[src/rtl/serial_adder_pkg.sv]
// Shared types and constants for the bit-serial adder/subtractor.
package serial_adder_pkg;

  localparam int DEFAULT_WIDTH = 8;

  typedef enum logic [1:0] {
    IDLE,
    RUN,
    DONE
  } state_t;

endpackage

[src/rtl/serial_adder_full_adder.sv]
// Gate-level one-bit full adder cell used by the serial datapath.
module full_adder (
  input  logic A,
  input  logic B,
  input  logic Cin,
  output logic S,
  output logic Cout
);

  wire ab_x;
  wire ab_and;
  wire c_and;

  xor g_x0 (ab_x, A, B);
  xor g_x1 (S, ab_x, Cin);
  and g_a0 (ab_and, A, B);
  and g_a1 (c_and, ab_x, Cin);
  or  g_o0 (Cout, ab_and, c_and);

endmodule

[src/rtl/serial_adder.sv]
// Bit-serial adder/subtractor: one full-adder cell processes one operand bit
// per clock, LSB first, and presents sum/cout/ovf with a one-cycle done pulse.
module serial_adder
  import serial_adder_pkg::*;
#(
  parameter int WIDTH = DEFAULT_WIDTH
) (
  input  logic             clk,
  input  logic             rst_n,
  input  logic             start,
  input  logic             sub,
  input  logic [WIDTH-1:0] a,
  input  logic [WIDTH-1:0] b,
  input  logic             cin,
  output logic             busy,
  output logic             done,
  output logic [WIDTH-1:0] sum,
  output logic             cout,
  output logic             ovf
);

  localparam int                CNT_W    = $clog2(WIDTH) + 1;
  localparam logic [CNT_W-1:0]  LAST_BIT = CNT_W'(WIDTH - 1);

  state_t             state_q, state_d;
  logic [CNT_W-1:0]   cnt_q,   cnt_d;
  logic [WIDTH-1:0]   a_q,     a_d;
  logic [WIDTH-1:0]   b_q,     b_d;
  logic               carry_q, carry_d;
  logic [WIDTH-1:0]   res_q,   res_d;
  logic [WIDTH-1:0]   sum_q,   sum_d;
  logic               cout_q,  cout_d;
  logic               ovf_q,   ovf_d;

  logic fa_s;
  logic fa_co;

  full_adder u_fa (
    .A    (a_q[0]),
    .B    (b_q[0]),
    .Cin  (carry_q),
    .S    (fa_s),
    .Cout (fa_co)
  );

  always_comb begin
    // NOTE: every signal gets its hold value first so no path leaves it unassigned (no latches).
    state_d = state_q;
    cnt_d   = cnt_q;
    a_d     = a_q;
    b_d     = b_q;
    carry_d = carry_q;
    res_d   = res_q;
    sum_d   = sum_q;
    cout_d  = cout_q;
    ovf_d   = ovf_q;

    unique case (state_q)
      IDLE: begin
        if (start) begin
          // Subtraction is a + ~b + 1, so the carry flop supplies the +1.
          a_d     = a;
          b_d     = sub ? ~b : b;
          carry_d = sub ? 1'b1 : cin;
          cnt_d   = '0;
          state_d = RUN;
        end
      end
      RUN: begin
        res_d   = {fa_s, res_q[WIDTH-1:1]};
        carry_d = fa_co;
        a_d     = a_q >> 1;
        b_d     = b_q >> 1;
        cnt_d   = cnt_q + 1'b1;
        if (cnt_q == LAST_BIT) begin
          // carry_q is the carry into the MSB while the MSB is being processed.
          state_d = DONE;
          sum_d   = res_d;
          cout_d  = fa_co;
          ovf_d   = carry_q ^ fa_co;
        end
      end
      DONE:    state_d = IDLE;
      default: state_d = IDLE;
    endcase
  end

  always_ff @(posedge clk) begin
    // NOTE: sequential state uses non-blocking assignments so all flops update together.
    if (!rst_n) begin
      state_q <= IDLE;
      cnt_q   <= '0;
      a_q     <= '0;
      b_q     <= '0;
      carry_q <= 1'b0;
      res_q   <= '0;
      sum_q   <= '0;
      cout_q  <= 1'b0;
      ovf_q   <= 1'b0;
    end else begin
      state_q <= state_d;
      cnt_q   <= cnt_d;
      a_q     <= a_d;
      b_q     <= b_d;
      carry_q <= carry_d;
      res_q   <= res_d;
      sum_q   <= sum_d;
      cout_q  <= cout_d;
      ovf_q   <= ovf_d;
    end
  end

  assign busy = (state_q == RUN);
  assign done = (state_q == DONE);
  assign sum  = sum_q;
  assign cout = cout_q;
  assign ovf  = ovf_q;

endmodule
[config.mk]
export PLATFORM = sky130hd
export DESIGN_NAME = serial_adder
export DESIGN_NICKNAME = d
export VERILOG_FILES = /design/src/rtl/serial_adder_pkg.sv /design/src/rtl/serial_adder_full_adder.sv /design/src/rtl/serial_adder.sv
export SDC_FILE = /design/constraint.sdc
export NUM_CORES = 1
export LEC_CHECK = 0
export ABC_AREA = 1
export CAP_MARGIN = 20
export CORE_MARGIN = 5
export CORE_UTILIZATION = 50
export CTS_CLUSTER_DIAMETER = 150
export DETAILED_ROUTE_END_ITERATION = 12
export GPL_TIMING_DRIVEN = 0
export PLACE_DENSITY = 0.77
export SLEW_MARGIN = 20
export SYNTH_ARGS = -nofsm -noshare
export SYNTH_HDL_FRONTEND = slang
export SYNTH_SLANG_ARGS = --single-unit
[constraint.sdc]
create_clock -name clk -period 1.45 [get_ports clk]
set_input_delay 0.29 -clock clk [delete_from_list [all_inputs] [get_ports clk]]
set_output_delay 0.29 -clock clk [all_outputs]
set_load 0.01 [all_outputs]
# Word level (Yosys, flattened, before mapping)
# Index checks and enable logic that the tools add are counted.
dict set report totals {
  wordCells 40
  input_bits 21
  regBits 41
  out_inout_bits 12
}
dict set report op_classes {
  muxes 13
  n_reduce_logical 5
  n_addsub 1
  n_eq_ne 5
  bitwise_logic 7
}
# operator count
set ops {}
lappend ops {{$pmux W8 S2} 2}
lappend ops {{$mux W8} 3}
lappend ops {{$not A8 Y8} 1}
lappend ops {{$pmux W4 S2} 1}
lappend ops {{$reduce_and A2 Y1} 3}
lappend ops {{$add A4 B1 Y4 const B} 1}
lappend ops {{$eq A4 B3 Y1 const B} 1}
lappend ops {{$mux W2} 2}
lappend ops {{$mux W4} 1}
lappend ops {{$pmux W2 S2} 1}
lappend ops {{$xor A1 B1 Y1} 3}
lappend ops {{$and A1 B1 Y1} 2}
lappend ops {{$eq A2 B1 Y1 const B} 1}
lappend ops {{$eq A2 B2 Y1 const B} 1}
lappend ops {{$logic_not A2 Y1} 1}
lappend ops {{$mux W1} 2}
lappend ops {{$ne A2 B1 Y1 const B} 1}
lappend ops {{$ne A2 B2 Y1 const B} 1}
lappend ops {{$pmux W1 S2} 1}
lappend ops {{$reduce_bool A2 Y1} 1}
lappend ops {{$or A1 B1 Y1} 1}

# Longest topological paths before layout
dict set report depth {
  word_depth 4
  ltp_mapped 8
  ltp_nobuf 7
}

# By module
# Synthesis repeated with hierarchy kept, for this count alone.
dict set report hier_totals {
  hier_cells 264
  area_unflattened_um2 1828.0
}
# module area_per_inst_um2 cells_each seq_area_each_um2 instances
set by_module_without_submodules {}
lappend by_module_without_submodules {serial_adder 1808.0 263 800.8 1}
lappend by_module_without_submodules {full_adder 20.0 1 0.0 1}

# Least setup slack after synthesis
# OpenSTA, ideal clock, no wires.
dict set report synth_timing {
  path_type {reg-to-reg}
  from {register cnt_q[0]}
  to {register ovf_q (netlist: ovf)}
  synth_period_minus_slack_ns 1.211
  arrival_time_ns 1.096
  path_stages_with_launch 8
  setup_ns 0.116
  t_required_ns 1.334
  path_slack_ns 0.239
  n_path_buf 1
  cell_sequence {dfxtp_1 -> ha_1 -> nand2_1 -> nor2_1 -> nand2_2 -> clkbuf_2 -> o21ai_0 -> nor2_1}
}
dict set report synth_via {
  elab_chain_len 2
}
# element line_no
set synth_lines {}
lappend synth_lines {{start, declared} serial_adder.sv:26} ;# logic [CNT_W-1:0] cnt_q, cnt_d;
lappend synth_lines {{start signal, assigned} serial_adder.sv:102} ;# cnt_q <= cnt_d;
lappend synth_lines {{$eq A4 B3 Y1} serial_adder.sv:75} ;# if (cnt_q == LAST_BIT) begin
lappend synth_lines {{$reduce_and A2 Y1 (no line)} n/a}
lappend synth_lines {{end signal, assigned} serial_adder.sv:109} ;# ovf_q <= ovf_d;
lappend synth_lines {{end, declared} serial_adder.sv:33} ;# logic ovf_q, ovf_d;
# Every way passes these cells.
# A chain may end at the register's enable or synchronous reset.

# Final worst setup path
dict set report layout_timing {
  from {register state_q[0]}
  to {output busy}
}
dict set report layout_via {
  elab_chain_len 1
}
# element line_no
set layout_lines {}
lappend layout_lines {{start, declared} serial_adder.sv:25} ;# state_t state_q, state_d;
lappend layout_lines {{start signal, assigned} serial_adder.sv:101} ;# state_q <= state_d;
lappend layout_lines {{$eq A2 B1 Y1} serial_adder.sv:113} ;# assign busy = (state_q == RUN);
lappend layout_lines {{end, declared} serial_adder.sv:15} ;# output logic busy,
# Every way passes these cells.

==> results.cfg <==
[die]
dieArea_sq_um = 4940
pin_count = 33
fp.dieH_um = 70.3
start_util = 0.508
core.rowCount = 22
coreArea_sq_um = 3580
die_w_um = 70.3

[sta]
period_share = 0.969
fin_crit_ns = 1.40
fin_setup_tns_ns = 0
skew_ns = 0.0112
setup_viol = 0
whs_ns = 0.334
worst_slew_pin_slew_ns = 0.543
clock.fmax_mhz = 712
maxSlewHeadroom = 0.638
final-hold-violation-count = 0
maxSlewViolCount = 0
rsz0062_at_grt = true

[final_layout]
finalNonFillerCells = 366
area_growth_pct = 26.9
antenna_cells_inserted = 0
final_area_sq_um = 2310
nNetsFinal = 340
drive_gt1_frac = 0.116

[global_route]
grt_overflow = 0
antenna_found_initial = 0
grt_usage = 0.171
grt_max_degree = 14
grt_pass1_wl_um = 6790
grt_pass1_vias = 1587

[clock_network]
cts_buffer_depth = 2
cts-root-buf = clkbuf_4
cts_sinks = 40
cts_tree = done
clk_pin_slew_worst_paths_ns = 0.12
cts_buffers = 5
worst_skew_pair.late_latency_ns = 0.35
htree_levels = 2

[route]
vias_per_cell = 4.76
drt_iter0_markers = 168
via_count = 1742
postRouteAntennaNets = 0
drc = 0
wl_um = 4040
post_drt_wl_per_cell_um = 11.0
drt_first_pass_iters = 4

[worst_setup_path]
crit_type = flop to output pin
critPathRequiredTime_ns = 1.16
critPathMostFrequentCell = buf_6
start_kind = flop
worstPathMaxFanout = 6
cp_cell_sequence = inv_4 > nor2_4 > buf_6 > buf_6
worstSetupStartpoint = state_q[0]
end_kind = output pin
cpPeakStageDelay_ns = 0.42
rrSetupSlack_ns = 0.10
reg2reg_depth = 7
r2r-start = cnt_q[1]
arrival_ns = 1.11
endpoint = busy
critPathSlowestCell = dfxtp_4
r2r_end = sum[0]

[synthesis]
syn_nets = 298
synthCells = 275
ys_seq_area_frac = 0.441
synth_seq_cells = 40
yosysTopAreaCell = dfxtp_1
yosysWarnings = 0
synth.area.top_cells = dfxtp_1 44%, nand2_1 15%, nor2_1 12%
synth.avg_cell_area_sq_um = 6.61
syn_area_sq_um = 1820
yosysTopAreaCellShare = 0.441
synth_cell_types = 18

[power]
switching_share = 0.271
ir_drop_mv = 0.652
p_per_area_nw_per_um2 = 908
sequentialPowerShare = 0.564
p_leak_nw = 1.12
intPower_w = 0.00153
pwr-share-comb = 0.151
p_clk_frac = 0.285
power.switching_w = 0.000568

[placed_design]
place_inst = 353
io_buffers = 30
placed_cell_area_sq_um = 2180
place.detailed.hpwl_um = 2880
gp_congestion = 0.851

[job]
max-cap-violations = 0

[status]
outcome = complete, no violations

[worst_hold_path]
hp-class = primary input to flop
[worst max-delay path: cells and delay by family, from the launching register on]
kind,cells,cell delay (ns)
AND/OR/NAND/NOR,1,0.11
flip-flops,1,0.42
buffers and inverters,3,0.24
[through the flow]
step	setup WS, ns	utilization	power, W
global route	-0.0211	0.644	0.00221
CTS	0.0126	0.630	0.00210
floorplan	0.239	-	0.00139
detailed placement	-0.351	0.608	0.00150
global placement	-0.347	0.608	0.00149
finish	0.0450	0.644	0.00209
[final cells by class]
| cell class | count | area, sq um |
|---|---|---|
| fill | 363 | 1270 |
| multi-input combinational | 197 | 868 |
| sequential | 40 | 811 |
| timing repair buffer | 35 | 322 |
| inverter | 27 | 108 |
| buffer | 11 | 71.3 |
| tap | 48 | 60.1 |
| clock buffer | 6 | 51.3 |
| clock inverter | 2 | 15.0 |
[cell families after synthesis]
logic type / Yosys count / synth area share
simple gates: 169 / 0.379
fa+ha+maj: 2 / 0.0179
xor+xnor: 1 / 0.00482
buf+inv: 38 / 0.0882
compound gates: 25 / 0.0689
flops: 40 / 0.441
[power groups by stage]
| stage | combinational, W | clock [W] | sequential [W] |
|---|---|---|---|
| after global placement | 0.000288 | 0 | 0.00120 |
| after detailed placement | 0.000293 | 0 | 0.00121 |
| after CTS | 0.000302 | 0.000613 | 0.00118 |
| final | 0.000315 | 0.000598 | 0.00118 |
| after floorplan | 0.000190 | 0 | 0.00120 |
| after global routing | 0.000356 | 0.000670 | 0.00119 |
[cells in the mapped netlist]
cell	n
nand2_1	75
nor2_1	57
dfxtp_1	40
nand3_1	34
inv_1	24
o21ai_0	20
a21oi_1	5
buf_2	4
buf_4	3
clkbuf_1	3
clkinv_1	2
nand2_2	2
clkbuf_2	1
fa_1	1
ha_1	1
inv_2	1
nor2_4	1
xor2_1	1
[cells in the final DEF (no fill, tap or decap), drive strengths merged]
cell / n
a21oi: 5
buf: 15
clkbuf: 9
clkdlybuf4s50: 18
clkinv: 1
clkinvlp: 3
dfxtp: 40
dlygate4sd2: 10
fa: 1
ha: 1
inv: 25
nand2: 77
nand3: 34
nor2: 58
o21ai: 20
xor2: 1
[routing by layer]
| layer | GRT usage | part of all wire |
|---|---|---|
| met5 | 0 | 0 |
| met4 | 0.0511 | 0.010 |
| met3 | 0.0475 | 0.053 |
| met2 | 0.302 | 0.50 |
| met1 | 0.197 | 0.44 |
[worst min path at each step]
| stage | start | endpoint | slack [ns] | depth (start not counted) |
|---|---|---|---|---|
| finish | sub | b_q[7] | 0.33 | 4 |
| global route | sub | b_q[7] | 0.36 | 4 |
| global placement | res_q[1] | res_q[1] | 0.46 | 2 |
| floorplan | rst_n | cnt_q[0] | 0.43 | 2 |
| CTS | sub | b_q[7] | 0.33 | 4 |
| detailed placement | cout | cout | 0.46 | 2 |
[sequential cells by signal, indices dropped and copies added, names as in the netlist]
signal / flops
a_q: 8
ovf: 1
b_q: 8
sum: 8
carry_q: 1
state_q: 2
cnt_q: 4
cout: 1
res_q: 7
[what timing repair did]
item	4_1_cts	5_1_grt
setup buffers	2	3
hold buffers	0	0
pin swaps	1	2
setup endpoints to repair	12	21
resized for setup	23	22
hold endpoints to repair	0	0
(Power assumes the default switching activity.)
